===== config.mk =====
export PLATFORM = sky130hd
export DESIGN_NAME = reg_busy_scoreboard
export DESIGN_NICKNAME = d
export VERILOG_FILES = /design/src/rtl/reg_busy_scoreboard.sv
export SDC_FILE = /design/constraint.sdc
export NUM_CORES = 1
export LEC_CHECK = 0
export ABC_AREA = 0
export BUFFER_PORTS_ARGS = -buffer_cell sky130_fd_sc_hd__buf_2
export CAP_MARGIN = 20
export CORE_UTILIZATION = 55
export CTS_BUF_LIST = sky130_fd_sc_hd__clkbuf_8
export DETAILED_ROUTE_END_ITERATION = 10
export PLACE_DENSITY = 0.77
export REMOVE_ABC_BUFFERS = 1
export SLEW_MARGIN = 40
export SYNTH_ARGS = -nofsm -noshare
export SYNTH_HDL_FRONTEND = slang
export SYNTH_SLANG_ARGS = --single-unit

===== constraint.sdc =====
create_clock -name clk -period 9.6 [get_ports clk]
set_clock_uncertainty 0.15 [all_clocks]
set_input_delay 1.92 -clock clk [delete_from_list [all_inputs] [get_ports clk]]
set_output_delay 1.92 -clock clk [all_outputs]
set_load 0.01 [all_outputs]

===== src/rtl/reg_busy_scoreboard.sv =====
// Register busy scoreboard.
// Sits between decode and the register file. It one-hot decodes the issue
// destination and the writeback index, and keeps one "write pending" bit per
// architectural register. Issue is stalled on RAW hazards (rs1/rs2) and WAW
// hazards (rd) against pending writes. Pending bits are cleared on writeback.
// The decoded writeback vector is exported as the register-file write enable.
module reg_busy_scoreboard #(
  parameter int ADDR_W         = 5,
  parameter int ZERO_HARDWIRED = 1,
  parameter int WB_BYPASS      = 1
) (
  input  logic                  clk,
  input  logic                  rst_n,
  input  logic                  issue_valid,
  input  logic                  rd_en,
  input  logic [ADDR_W-1:0]     issue_rd,
  input  logic                  rs1_en,
  input  logic [ADDR_W-1:0]     rs1,
  input  logic                  rs2_en,
  input  logic [ADDR_W-1:0]     rs2,
  output logic                  issue_ready,
  input  logic                  wb_valid,
  input  logic [ADDR_W-1:0]     wb_rd,
  input  logic                  flush,
  output logic [(2**ADDR_W)-1:0] wb_we,
  output logic [(2**ADDR_W)-1:0] busy,
  output logic [ADDR_W:0]       pending_cnt,
  output logic                  wb_err
);

  localparam int NREG = 2**ADDR_W;
  localparam bit ZH   = (ZERO_HARDWIRED != 0);
  localparam bit BYP  = (WB_BYPASS != 0);

  // Full-width one-hot decode; each index owns exactly its own bit, so the
  // upper half of the index space never aliases onto the lower half.
  // Register 0 decodes to nothing when it is hardwired to zero.
  function automatic logic [NREG-1:0] onehot(input logic [ADDR_W-1:0] idx);
    logic [NREG-1:0] v;
    v      = {NREG{1'b0}};
    v[idx] = 1'b1;
    if (ZH && (idx == {ADDR_W{1'b0}})) begin
      v = {NREG{1'b0}};
    end else begin
      v = v;
    end
    return v;
  endfunction

  // Number of set bits in a pending vector.
  function automatic logic [ADDR_W:0] popcount(input logic [NREG-1:0] v);
    logic [ADDR_W:0] cnt;
    cnt = {(ADDR_W+1){1'b0}};
    for (int i = 0; i < NREG; i++) begin
      cnt = cnt + {{ADDR_W{1'b0}}, v[i]};
    end
    return cnt;
  endfunction

  // True when the index names register 0 and that register is hardwired,
  // in which case it can never carry a hazard.
  function automatic logic is_zero_reg(input logic [ADDR_W-1:0] idx);
    return ZH && (idx == {ADDR_W{1'b0}});
  endfunction

  logic [NREG-1:0]   busy_r;
  logic [ADDR_W:0]   cnt_r;
  logic              err_r;

  logic [NREG-1:0]   iss_dec_s;
  logic [NREG-1:0]   wb_dec_s;
  logic [NREG-1:0]   wb_clr_s;
  logic [NREG-1:0]   iss_set_s;
  logic              rs1_haz_s;
  logic              rs2_haz_s;
  logic              rd_haz_s;
  logic              ready_s;
  logic              accept_s;
  logic [NREG-1:0]   busy_nxt_s;
  logic [ADDR_W:0]   cnt_nxt_s;
  logic              err_nxt_s;

  // Decode both indices and build the writeback write-enable vector.
  always_comb begin
    iss_dec_s = onehot(issue_rd);
    wb_dec_s  = onehot(wb_rd);
    if (wb_valid) begin
      wb_clr_s = wb_dec_s;
    end else begin
      wb_clr_s = {NREG{1'b0}};
    end
  end

  // Hazard detection against the current pending vector. With bypass a
  // writeback to the same register this cycle releases the hazard at once,
  // since the value is arriving now.
  always_comb begin
    rs1_haz_s = rs1_en & busy_r[rs1] & ~is_zero_reg(rs1);
    rs2_haz_s = rs2_en & busy_r[rs2] & ~is_zero_reg(rs2);
    rd_haz_s  = rd_en  & busy_r[issue_rd] & ~is_zero_reg(issue_rd);
    if (BYP && wb_valid) begin
      if (wb_rd == rs1) begin
        rs1_haz_s = 1'b0;
      end else begin
        rs1_haz_s = rs1_haz_s;
      end
      if (wb_rd == rs2) begin
        rs2_haz_s = 1'b0;
      end else begin
        rs2_haz_s = rs2_haz_s;
      end
      if (wb_rd == issue_rd) begin
        rd_haz_s = 1'b0;
      end else begin
        rd_haz_s = rd_haz_s;
      end
    end else begin
      rs1_haz_s = rs1_haz_s;
      rs2_haz_s = rs2_haz_s;
      rd_haz_s  = rd_haz_s;
    end
  end

  // Issue handshake: ready does not depend on issue_valid, and a flush
  // blocks issue for the cycle it is asserted.
  always_comb begin
    if (flush) begin
      ready_s = 1'b0;
    end else begin
      ready_s = ~(rs1_haz_s | rs2_haz_s | rd_haz_s);
    end
    accept_s = issue_valid & ready_s & rd_en;
    if (accept_s) begin
      iss_set_s = iss_dec_s;
    end else begin
      iss_set_s = {NREG{1'b0}};
    end
  end

  // Next pending state. Set wins over clear so that a same-cycle writeback
  // and a new issue to one register leave the new write pending.
  always_comb begin
    busy_nxt_s = busy_r;
    err_nxt_s  = err_r;
    if (flush) begin
      busy_nxt_s = {NREG{1'b0}};
    end else begin
      busy_nxt_s = (busy_r & ~wb_clr_s) | iss_set_s;
      if (wb_valid && !busy_r[wb_rd] && !is_zero_reg(wb_rd)) begin
        err_nxt_s = 1'b1;
      end else begin
        err_nxt_s = err_r;
      end
    end
    cnt_nxt_s = popcount(busy_nxt_s);
  end

  // State registers; reset clears everything immediately, independent of clk.
  always_ff @(posedge clk or negedge rst_n) begin
    if (!rst_n) begin
      busy_r <= {NREG{1'b0}};
      cnt_r  <= {(ADDR_W+1){1'b0}};
      err_r  <= 1'b0;
    end else begin
      busy_r <= busy_nxt_s;
      cnt_r  <= cnt_nxt_s;
      err_r  <= err_nxt_s;
    end
  end

  assign issue_ready = ready_s;
  assign wb_we       = wb_clr_s;
  assign busy        = busy_r;
  assign pending_cnt = cnt_r;
  assign wb_err      = err_r;

endmodule


==> results of run 1 <==
==> layout make-up <==
type                       instances  area share [%]
clock buffer                       6            1.69
clock inverter                     2           0.715
inverter                          44            3.37
multi-input combinational        335            60.9
sequential                        39            19.9
tap                              102            2.61
timing repair buffer             103            10.8
==> critical path, cell delays in order <==
cell	delay, ps
sky130_fd_sc_hd__buf_2	470
sky130_fd_sc_hd__mux2i_1	260
sky130_fd_sc_hd__nor4_1	70
sky130_fd_sc_hd__o31a_1	310
sky130_fd_sc_hd__o31ai_2	310
sky130_fd_sc_hd__and4bb_2	610
sky130_fd_sc_hd__a41oi_1	250
sky130_fd_sc_hd__fa_1	540
sky130_fd_sc_hd__fa_1	520
sky130_fd_sc_hd__inv_1	50
sky130_fd_sc_hd__fa_1	480
sky130_fd_sc_hd__inv_1	60
sky130_fd_sc_hd__fa_1	470
sky130_fd_sc_hd__fa_1	480
sky130_fd_sc_hd__fa_1	490
sky130_fd_sc_hd__inv_1	40
sky130_fd_sc_hd__ha_1	200
sky130_fd_sc_hd__fa_1	400
sky130_fd_sc_hd__a21o_1	190
sky130_fd_sc_hd__a21oi_1	160
sky130_fd_sc_hd__xnor2_1	130
==> worst min path at each step <==
stage | start | end | slack (ps) | cells past startpoint
final | wb_err | wb_err | 340 | 1
after floorplan | wb_err | wb_err | 360 | 1
after CTS | wb_err | wb_err | 320 | 1
after global placement | wb_err | wb_err | 300 | 1
after global routing | wb_err | wb_err | 340 | 1
after detailed placement | wb_err | wb_err | 300 | 1
==> routing by layer <==
metal  vias up  track usage [%]
met2       276             52.5
met3        60             6.48
met5         -                0
met4         0             15.5
li1       1799                -
met1      2024             45.4
==> state kept, by name (all words and copies together), names as in the netlist <==
signal and cells:
wb_err 1, busy 32, pending_cnt 6
==> cell usage in the layout (no fill, tap or decap), types with 9 or more instances in the layout <==
cell and n:
sky130_fd_sc_hd__or3b_2 12, sky130_fd_sc_hd__mux2i_1 20, sky130_fd_sc_hd__xor2_1 9, sky130_fd_sc_hd__nand2_1 18, sky130_fd_sc_hd__o32ai_1 9, sky130_fd_sc_hd__inv_1 44, sky130_fd_sc_hd__nor3b_1 16, sky130_fd_sc_hd__nor2_1 53
sky130_fd_sc_hd__dfrtp_1 39, sky130_fd_sc_hd__nand3_1 18, sky130_fd_sc_hd__mux4_2 20, sky130_fd_sc_hd__buf_2 97, sky130_fd_sc_hd__a41o_1 10, sky130_fd_sc_hd__xnor2_1 9, sky130_fd_sc_hd__fa_1 24
==> through the flow <==
step | cell area (um^2) | cells | setup slack [ps] | utilization, % | hold slack [ps]
5_1_grt | 4900 | 631 | 937 | 63.7 | 340
4_1_cts | 4900 | 631 | 1270 | 63.7 | 324
3_3_place_gp | 4780 | 623 | 1020 | 62.1 | 298
3_5_place_dp | 4780 | 623 | 941 | 62.2 | 304
6_report | 4900 | 631 | 1270 | 63.7 | 338
2_1_floorplan | 4110 | 418 | 954 | - | 362
==> power by group through the flow <==
stage	Sequential, mW	Clock, mW	Combinational [mW]
global placement	0.169	0	0.0765
global route	0.166	0.155	0.0864
CTS	0.166	0.149	0.0790
finish	0.166	0.149	0.0805
detailed placement	0.169	0	0.0787
floorplan	0.169	0	0.0368
==> cells by family after synthesis <==
family	synth area share, %
xor+xnor	3.63
buf+inv	9.13
mux	16.3
fa+ha+maj	13.1
other cells	0.0863
simple gates	20.3
flops	22.5
compound gates	15.1
==> metrics list, run 1 <==
- Status: finished, final reports clean
- P&R area growth vs syn: 12.8%
- Routability-driven placement finished with a final weighted congestion of 0.955.
- Seq cells post-synth: 39
- The most common cell in the synthesized netlist is sky130_fd_sc_hd__nor2_1.
- In this run, the clock network consumes 37.7% of the power.
* Critical Path Start Type: input pin
- The synthesized netlist occupies a cell area of 4340 um^2.
* Worst setup path startpoint: issue_rd[1]
- The most critical setup path has its endpoint at pending_cnt[4].
* Vias in the first global route: 4003
- Sequential power share: 41.9%
- Along the worst path, the maximum fanout reaches 24.
* Total CTS buffers: 5
- The final layout contains 587 nets.
- Summed over all nets, wire length on met3 after detailed routing comes to 1320 um.
* Sequential fraction of the synthesis area: 22.5%
* Count of antenna diodes in the layout: 0
- In this run the post-CTS setup repair buffer count came out at 0.
* Beginning of the worst register-to-register path: busy[22]
- Sw power: 119 uW
- Floorplan Core Area: 7690 um^2
* Vias: 4159
- Counting cells, the worst reg-to-reg path comes to 20.
- Pwr dens: 80.7 nW/um^2
- After detailed routing, the average wire length per cell comes to 21.4 um.
- Avg Synthesized Cell Area: 9.46 um^2
- Count of instances resized after the clock tree is built: 0
- Timing would allow up to 120 MHz.
- Data arrival time of the worst path: 8410 ps
- For this run, the detailed router's first-pass iteration total came to 5.
* Post-route setup TNS: 0 ps
* Top flip-flop cell by instance count after synthesis: sky130_fd_sc_hd__dfrtp_1
* CTS tree: yes
- Number of cells produced by synthesis: 459
- The first global-routing pass estimated 21400 um of wire.
* Count of endpoints failing hold in the final timing report: 0
- Root Buffer: sky130_fd_sc_hd__clkbuf_8
- The min-delay analysis places its worst path in the category reg -> reg.
- Register-to-register setup slack: 2700 ps
* Part of the power in combinational logic: 20.4%
- Detailed-routing wirelength on met1: 5210 um
- Std cell rows: 32
- The detail route stage leaves a number of antenna-violating nets equal to 0.
- Slew Limit Headroom: 54.2%
- Top-level port count: 100
- The die covers 8260 um^2.
- Data on the critical path is required at its endpoint by 9680 ps.
* Slew at the pin closest to its max-slew limit: 670 ps
* Internal: 276 uW
- Initial antenna violation count: 0
* Share of the synthesized area in the top cell type: 22.5%
* Initial Util: 56.5%
* Most area-hungry cell type in the Yosys netlist: sky130_fd_sc_hd__dfrtp_1
- Nature of the critical path endpoint: flip-flop
- Total of max-cap violations: 0
- The wire-length estimate of the detail-placed layout is 10300 um.
- After layout, the design draws a total of 395 uW.
- The H-tree generated during clock tree synthesis spans 2 levels.
- During synthesis, Yosys emitted a total of 0 warnings.
* Clk sink count: 39
- The die is 90.9 um wide.
- Synthesis instantiated 59 different standard cells from the library.
- The routed design could run at a clock period as short as 8330 ps.
- EDFF count, synth: 0
* DRC errors left: 0
- In the global route stage, overall resource usage came out at 33.6%.
- Setup repair after global routing left no endpoint under its margin.
- After clock tree synthesis, the clock-pin slew on the worst setup and hold paths is 80 ps.
- After the first detailed-routing iteration, the DRC count stood at 571.
- Setup violations remaining at the end of the flow were counted as 0.
- The count of final max-slew check failures is 0.
- Signal routing reaches up to met4.
* Hold buffer count at CTS: 0
- In the routed layout, each cell is associated on average with a via count of 6.59.
* Count of port buffers added during placement: 98
- Seq. cell area: 976 um^2
* Worst reg2reg path endpoint: pending_cnt[4]
- Wires add up to 13500 um.
- The critical path in this run is classified as in -> reg.
* Largest net degree at the start of global routing: 40
- Of the cells placed in the final design, the portion with a size suffix greater than 1 is 30.2%.
* Routed wl met2: 6380 um
* List of most frequent post-synthesis cells: 53 x sky130_fd_sc_hd__nor2_1, 44 x sky130_fd_sc_hd__inv_1, 39 x sky130_fd_sc_hd__dfrtp_1
- Die height: 90.9 um
- Skew-Pair Late Insertion Delay: 300 ps
- Top cells by area in the synthesized netlist: sky130_fd_sc_hd__dfrtp_1 22%, sky130_fd_sc_hd__fa_1 11%, sky130_fd_sc_hd__mux4_2 10%
- Combined area of the multi-input logic cells: 2980 um^2
- Share of flip-flops with an asynchronous set or reset after synthesis: 100%
- Final worst path period share: 86.8%
* IR Drop Worst-Case VDD: 0.0658 mV
* Final-layout fill cell count: 684
- For this design the static power due to leakage is 2.34 nW.
- Global routing finished with a remaining overflow of 0.
- Counting along the longest clock path gives a buffer depth of 2.
- Net switching is 30.2% of the power.
(Power assumes the default switching activity.)
==> run 2: changes to the inputs <==
--- a/config.mk
+++ b/config.mk
@@ -6,12 +6,12 @@
 export NUM_CORES = 1
 export LEC_CHECK = 0
 export ABC_AREA = 0
-export BUFFER_PORTS_ARGS = -buffer_cell sky130_fd_sc_hd__buf_2
-export CAP_MARGIN = 20
+export CAP_MARGIN = 15
 export CORE_UTILIZATION = 55
 export CTS_BUF_LIST = sky130_fd_sc_hd__clkbuf_8
 export DETAILED_ROUTE_END_ITERATION = 10
-export PLACE_DENSITY = 0.77
+export DONT_BUFFER_PORTS = 1
+export PLACE_DENSITY = 0.66
 export REMOVE_ABC_BUFFERS = 1
 export SLEW_MARGIN = 40
 export SYNTH_ARGS = -nofsm -noshare
==> metrics list, run 2 (synthesis gave the netlist of run 1 again) <==
* Vias: 3694 (-11%)
- DRC errors left: 0 (unchanged)
- The via count of the first global-routing pass is 3606 (-9.9%).
- Final setup violation count: 0 (unchanged)
* Data arrival time of the worst path: 8170 ps (-240 ps)
- Via density per instance: 6.98 (+5.9%)
* Post-DP HPWL: 10200 um (-1.3%)
- Routed wl met2: 6680 um (+4.7%)
- Count of endpoints failing hold in the final timing report: 0 (unchanged)
* Post-detailed-route count of antenna-violating nets: 0 (unchanged)
- The overall track demand over capacity in global routing was 33.9% (+0.24 points).
- Largest register FFs: 32 (unchanged)
- Clock transition at the registers of the reported paths: 80 ps (about the same)
* CP endpoint: pending_cnt[4]
- The flow ran to the end, and the final reports show no timing, DRC or antenna violations.
- The share of layout cells above drive strength 1 came to 13.3% (-17 points).
- Count of port buffers added during placement: 0 (-100%)
* Clock Power Share: 33.7% (-4.0 points)
- CTS tree: yes
- IR Drop Worst-Case VDD: 0.0437 mV (-33%)
- Leakage: 1.82 nW (-23%)
- The worst relative slew slack is 51.2% (-2.9 points).
- Sw Ratio: 27.5% (-2.7 points)
* CTS HTree Levels: 2 (unchanged)
* First-pass GRT wire length: 20900 um (-2.2%)
* Floorplan Core Area: 7690 um^2 (unchanged)
* Worst setup path startpoint: issue_rd[1]
* Dpl ws: 1210 ps (+272 ps)
- Std cell rows: 32 (unchanged)
- Initial antenna violation count: 0 (unchanged)
- Sw power: 89.1 uW (-25%)
- The vertical die dimension is 90.9 um (unchanged).
* Sequential power share: 51.4% (+9.5 points)
- Detailed-routing wirelength on met1: 5180 um (-0.67%)
- The number of gates given a new drive strength after cts came to 0 (unchanged).
- The worst setup path is of the in -> reg kind.
- Skew-Pair Late Insertion Delay: 300 ps (about the same)
- Die area: 8260 um^2 (unchanged)
- Clock period minus worst slack: 8080 ps (-246 ps)
- Pwr dens: 74.5 nW/um^2 (-7.7%)
- Total of max-cap violations: 0 (unchanged)
- Clk sink count: 39 (unchanged)
* Width of the die: 90.9 um (unchanged)
- The sum of met3 wire segment lengths after detailed routing was 1400 um (+5.7%).
- The total number of nets in the final design was 485 (-17%).
* Setup repair after global routing missed its margin: no
- The wire length per cell is 25.8 um (+20%).
- Final worst path period share: 84.2% (-2.6 points)
- Register-to-register setup slack: 2610 ps (-90 ps)
* Routed wire length: 13600 um (+1.0%)
- The worst register-to-register path begins at busy[22].
- Final-layout fill cell count: 732 (+7.0%)
- Highest clock frequency the design can meet: 124 MHz (+3.0%)
- Total CTS buffers: 5 (unchanged)
* Largest net degree at the start of global routing: 40 (unchanged)
- The total global routing overflow is 0 (unchanged).
- STA classifies the critical path endpoint as a flip-flop.
- The combinational group share of total power was 14.9% (-5.5 points).
- The maximum clock insertion buffer count was 2 (unchanged).
- Cell count of the worst reg-to-reg path: 20 (unchanged)
- CTS placed an instance of sky130_fd_sc_hd__clkbuf_8 at the clock tree root.
- The internal cell power was 234 uW (-15%).
* Hold buffer count at CTS: 0 (unchanged)
- The transition time at the pin with the least slew margin is 730 ps (+59.6 ps).
- The number of I/O pins is 100 (unchanged).
* Largest fanout of any net on the critical path: 24 (unchanged)
* Critical Path Start Type: input pin
- Worst EP required: 9680 ps (about the same)
- Most used cells in the layout excluding fill and tap cells: 53 x sky130_fd_sc_hd__nor2_1, 46 x sky130_fd_sc_hd__inv_1, 39 x sky130_fd_sc_hd__dfrtp_1
- Highest layer used for signal routing: met4
- The initial standard-cell utilization of the core came to 56.5% (unchanged).
- Post-route setup TNS: 0 ps (unchanged)
* Post-route setup slack: 1520 ps (+246 ps)
* Pins Over Slew Limit: 0 (unchanged)
- The number of search-and-repair iterations in the first detailed-routing pass was 5 (unchanged).
- The weighted congestion at the end of routability-driven global placement came to 0.914 (-4.3%).
- Post-CTS setup buffer count: 0 (unchanged)
- Relative to the synthesized area, the layout overhead comes to 0.0289%.
- Count of antenna diodes in the layout: 0 (unchanged)
- Violation count after the first detailed-routing iteration: 505 (-12%)
- The library cell used most frequently in the layout, excluding fill and tap cells, is sky130_fd_sc_hd__nor2_1.
- Worst reg2reg path endpoint: pending_cnt[4]
- Tightest Hold Check Type: reg -> reg
## run 2: changes by cell type in the layout (fill, tap and decap cells not counted)
cell,delta
sky130_fd_sc_hd__bufinv_16,-1
sky130_fd_sc_hd__inv_1,+2
sky130_fd_sc_hd__buf_2,-97
sky130_fd_sc_hd__nor4b_2,+1
sky130_fd_sc_hd__buf_4,-5
sky130_fd_sc_hd__nor4b_1,-1
sky130_fd_sc_hd__clkbuf_8,-1
## run 2: power groups by stage
| stage | clock network [mW] | registers (mW) | logic, mW |
|---|---|---|---|
| 2_1_floorplan | 0 | 0.169 | 0.0368 |
| 4_1_cts | 0.111 | 0.166 | 0.0477 |
| 3_5_place_dp | 0 | 0.169 | 0.0476 |
| 3_3_place_gp | 0 | 0.169 | 0.0467 |
| 5_1_grt | 0.117 | 0.166 | 0.0514 |
| 6_report | 0.109 | 0.166 | 0.0483 |
## run 2: layout make-up
| cell class | instances | area [um^2] | area share [%] |
|---|---|---|---|
| inverters | 44 | 165 | 3.80 |
| clock inverters | 3 | 12.5 | 0.288 |
| flip-flops and latches | 39 | 976 | 22.5 |
| repair buffers | 1 | 7.51 | 0.173 |
| multi-input cells | 335 | 2990 | 68.7 |
| well taps | 102 | 128 | 2.94 |
| clock buffers | 5 | 68.8 | 1.58 |
## run 2: worst max-delay path: stages
cell	delay (ps)
sky130_fd_sc_hd__mux2i_1	250
sky130_fd_sc_hd__o32ai_1	110
sky130_fd_sc_hd__mux2_2	280
sky130_fd_sc_hd__o31ai_2	310
sky130_fd_sc_hd__nand4bb_2	630
sky130_fd_sc_hd__o32a_1	410
sky130_fd_sc_hd__fa_1	530
sky130_fd_sc_hd__fa_1	530
sky130_fd_sc_hd__inv_1	50
sky130_fd_sc_hd__fa_1	480
sky130_fd_sc_hd__inv_1	70
sky130_fd_sc_hd__fa_1	480
sky130_fd_sc_hd__fa_1	490
sky130_fd_sc_hd__fa_1	490
sky130_fd_sc_hd__inv_1	40
sky130_fd_sc_hd__ha_1	210
sky130_fd_sc_hd__fa_1	410
sky130_fd_sc_hd__a21o_1	190
sky130_fd_sc_hd__a21oi_1	160
sky130_fd_sc_hd__xnor2_1	130
## run 2: routing by layer
layer	vias up	track usage (%)
met1	1827	44.7
met4	0	10.8
li1	1598	-
met3	33	9.43
met2	236	54.2
met5	-	0
## run 2: through the flow
stage | cells | area, um^2 | hold WS, ps | power (mW) | utilization, %
2_1_floorplan | 418 | 4110 | 362 | 0.206 | -
3_3_place_gp | 521 | 4260 | 381 | 0.216 | 55.4
3_5_place_dp | 521 | 4260 | 387 | 0.217 | 55.5
4_1_cts | 529 | 4340 | 403 | 0.325 | 56.5
5_1_grt | 529 | 4340 | 409 | 0.335 | 56.5
6_report | 529 | 4340 | 400 | 0.324 | 56.5
## run 2: worst min-delay path by stage
stage	cells past startpoint	end	startpoint
after floorplan	1	wb_err	wb_err
after global placement	1	wb_err	wb_err
after detailed placement	1	wb_err	wb_err
after CTS	1	wb_err	wb_err
after global routing	1	wb_err	wb_err
final	1	wb_err	wb_err
==> run 3: changes to the inputs <==
--- a/config.mk
+++ b/config.mk
@@ -11,7 +11,7 @@
 export CTS_BUF_LIST = sky130_fd_sc_hd__clkbuf_8
 export DETAILED_ROUTE_END_ITERATION = 10
 export DONT_BUFFER_PORTS = 1
-export PLACE_DENSITY = 0.66
+export PLACE_DENSITY = 0.69
 export REMOVE_ABC_BUFFERS = 1
 export SLEW_MARGIN = 40
 export SYNTH_ARGS = -nofsm -noshare
==> constraint.sdc (replaced) <==
create_clock -name clk -period 6.6 [get_ports clk]
set_clock_uncertainty 0.15 [all_clocks]
set_input_delay 1.32 -clock clk [delete_from_list [all_inputs] [get_ports clk]]
set_output_delay 1.32 -clock clk [all_outputs]
set_load 0.01 [all_outputs]
==> metrics list, run 3 (synthesis gave the netlist of run 1 again) <==
* Clock period minus worst slack: 6920 ps
* CTS tree: yes
- The flow ran to the end, but the final reports show violations.
- The vertical die dimension was 90.9 um (unchanged).
- The ratio of total power to cell area was 97.7 nW/um^2 (+31%).
- The final number of hold-violating endpoints came to 0 (unchanged).
* IR Drop Worst-Case VDD: 0.105 mV (+140%)
- Violated checks: setup timing
- Post-route setup TNS: -1170 ps (-1170 ps)
* P&R area growth vs syn: 28.9%
* Slew at the pin closest to its max-slew limit: 774 ps (+44.3 ps)
- The internal cell power is 394 uW (+68%).
* CP max stage cell: sky130_fd_sc_hd__fa_1
- The number of placement rows is 32 (unchanged).
* Largest fanout of any net on the critical path: 11 (-54%)
- Sw Ratio: 28.0% (+0.45 points)
* Final worst path period share: 105%
* Routability congestion estimate: 0.976 (+6.8%)
* Sequential power share: 44.2% (-7.2 points)
* Clk sink count: 39 (unchanged)
* Largest net degree at the start of global routing: 40 (unchanged)
- The worst relative slew slack is 48.2% (-3.0 points).
- Number of detailed-route iterations in the first pass: 5 (unchanged)
- Buffer levels on the longest clock path: 2 (unchanged)
- The setup slack after placement is -849 ps (-2060 ps).
- Vias in the first global route: 4488 (+24%)
- Post-layout util: 72.8% (+16 points)
- The signal on the critical path passes through mux4_2, o22ai_2, o2111ai_2, buf_4, o311ai_4, buf_6, buf_16, buf_8, a41o_1, fa_1, inv_1, fa_1, inv_1, fa_1, inv_1, fa_1, fa_1, fa_1, inv_2, ha_4, fa_2, a21o_1, a21oi_2, xnor2_1.
- The violation count after the first detailed-routing iteration came to 558 (+10%).
- The net switching power is 153 uW (+72%).
* Skew-Pair Late Insertion Delay: 310 ps (about the same)
* Post-detailed-route count of antenna-violating nets: 0 (unchanged)
- Part of the power in combinational logic: 20.7% (+5.8 points)
- Most repeated library cell on the critical path: sky130_fd_sc_hd__fa_1
- Static timing analysis puts the maximum clock frequency at 145 MHz.
- Setup repair after global routing missed its margin: yes
- Final setup violation count: 5 (+5)
- Width of the die: 90.9 um (unchanged)
* Pins Over Slew Limit: 0 (unchanged)
- Floorplan Core Area: 7690 um^2 (unchanged)
- Routed wire length: 16800 um (+23%)
- Leakage: 2.53 nW (+39%)
- Tightest Hold Check Type: reg -> reg
* Total track usage: 42.1% (+8.2 points)
- Post-DP HPWL: 12500 um (+23%)
- Worst EP required: 6680 ps (-3000 ps)
- The number of maximum-capacitance constraint violations came to 0 (unchanged).
- Top-level port count: 100 (unchanged)
- STA classifies the critical path endpoint as a flip-flop.
- The number of buffers created by CTS was 5 (unchanged).
- Clock transition at the registers of the reported paths: 80 ps (about the same)
- The count of input and output buffers came to 0 (unchanged).
* CTS HTree Levels: 2 (unchanged)
* Largest stage delay on the critical path: 510 ps (-120 ps)
- First-pass GRT wire length: 25900 um (+24%)
* Cell area after layout: 5600 um^2 (+29%)
- The library cell used most frequently in the layout, excluding fill and tap cells, is sky130_fd_sc_hd__buf_4.
- The flip-flop count of the largest register after layout is 32 (unchanged).
- Final net count: 617 (+27%)
* DR WL/cell: 25.4 um (-1.2%)
- Post-route setup slack: -319 ps (-1830 ps)
- The number of vias per cell is 6.70 (-4.0%).
- The initial antenna violation count came to 0 (unchanged).
- In the layout the commonest cells are 126 x sky130_fd_sc_hd__buf_4, 53 x sky130_fd_sc_hd__nor2_1, 41 x sky130_fd_sc_hd__inv_1.
* Data arrival time of the worst path: 7000 ps (-1170 ps)
- The total inserted antenna cells is 0 (unchanged).
* Die area: 8260 um^2 (unchanged)
* Ratio of cells with drive above 1 in the final layout: 37.7% (+24 points)
- In this run the clock root is driven by a sky130_fd_sc_hd__clkbuf_8.
* DRC errors left: 0 (unchanged)
- The critical path is of the in -> reg type.
- STA classifies the critical path startpoint as an input pin.
- Worst hold slack: 424 ps (+23.2 ps)
* Final global-route overflow total: 0 (unchanged)
- Instance area after placement: 5200 um^2 (+22%)
- The clock power share came to 35.1% (+1.4 points).
- The initial standard-cell utilization of the core is 56.5% (unchanged).
- The overall via count from detail_route is 4432 (+20%).
-- run 3: cell types whose count changed in the layout (fill, tap and decap cells not counted), sizes merged --
cell      change
buf         +131
and4bb        +1
clkbuf        +2
clkinvlp      +1
inv           -2
clkinv        -1
-- run 3: final timing paths --
kind,slack [ps],end,from,cells past startpoint
max in group asynchronous,5660,pending_cnt[4],rst_n,0
min in group asynchronous,550,busy[18],rst_n,0
max reg2reg,110,pending_cnt[4],busy[28],24
max,-320,pending_cnt[4],rs1[0],24
min reg2reg,420,wb_err,wb_err,1
min,420,wb_err,wb_err,1
-- run 3: per-layer routing --
| layer | wire (um) | GRT usage, % | vias up | part of all wire, % |
|---|---|---|---|---|
| met1 | 6510 | 56.1 | 2192 | 39 |
| li1 | - | - | 1864 | - |
| met4 | 842 | 20.8 | 0 | 5.0 |
| met2 | 7730 | 65.0 | 307 | 46 |
| met3 | 1740 | 9.34 | 69 | 10 |
| met5 | 0 | 0 | - | 0 |
-- run 3: power groups by stage --
stage	clock (mW)	sequential, mW	combinational [mW]
2_1_floorplan	0	0.246	0.0536
3_3_place_gp	0	0.246	0.0940
3_5_place_dp	0	0.246	0.0951
4_1_cts	0.194	0.241	0.106
5_1_grt	0.201	0.242	0.120
6_report	0.192	0.241	0.113
-- run 3: repair_timing --
item / in CTS / in global routing
pin swaps: 18 / 8
gates resized for setup: 24 / 12
setup buffers: 8 / 0
setup endpoints to repair: 5 / 5
hold buffers: 0 / 0
cloned: 1 / 1
-- run 3: cell type report --
type	instances	area (um^2)
sequential	39	976
fill	583	2090
clock buffer	7	96.3
multi-input combinational	336	3170
inverter	44	165
timing repair buffer	132	1050
tap	102	128
clock inverter	1	7.51
-- run 3: stage by stage --
| step | power [mW] | instances |
|---|---|---|
| 2_1_floorplan | 0.299 | 418 |
| 3_5_place_dp | 0.341 | 643 |
| 4_1_cts | 0.541 | 660 |
| 6_report | 0.547 | 661 |
| 5_1_grt | 0.563 | 661 |
| 3_3_place_gp | 0.340 | 643 |
-- run 3: critical path, delay by kind of cell --
kind	cells	cell delay, ps
fa+ha+maj	8	3430
compound gates	6	1020
buf+inv	8	790
mux	1	320
xor+xnor	1	120
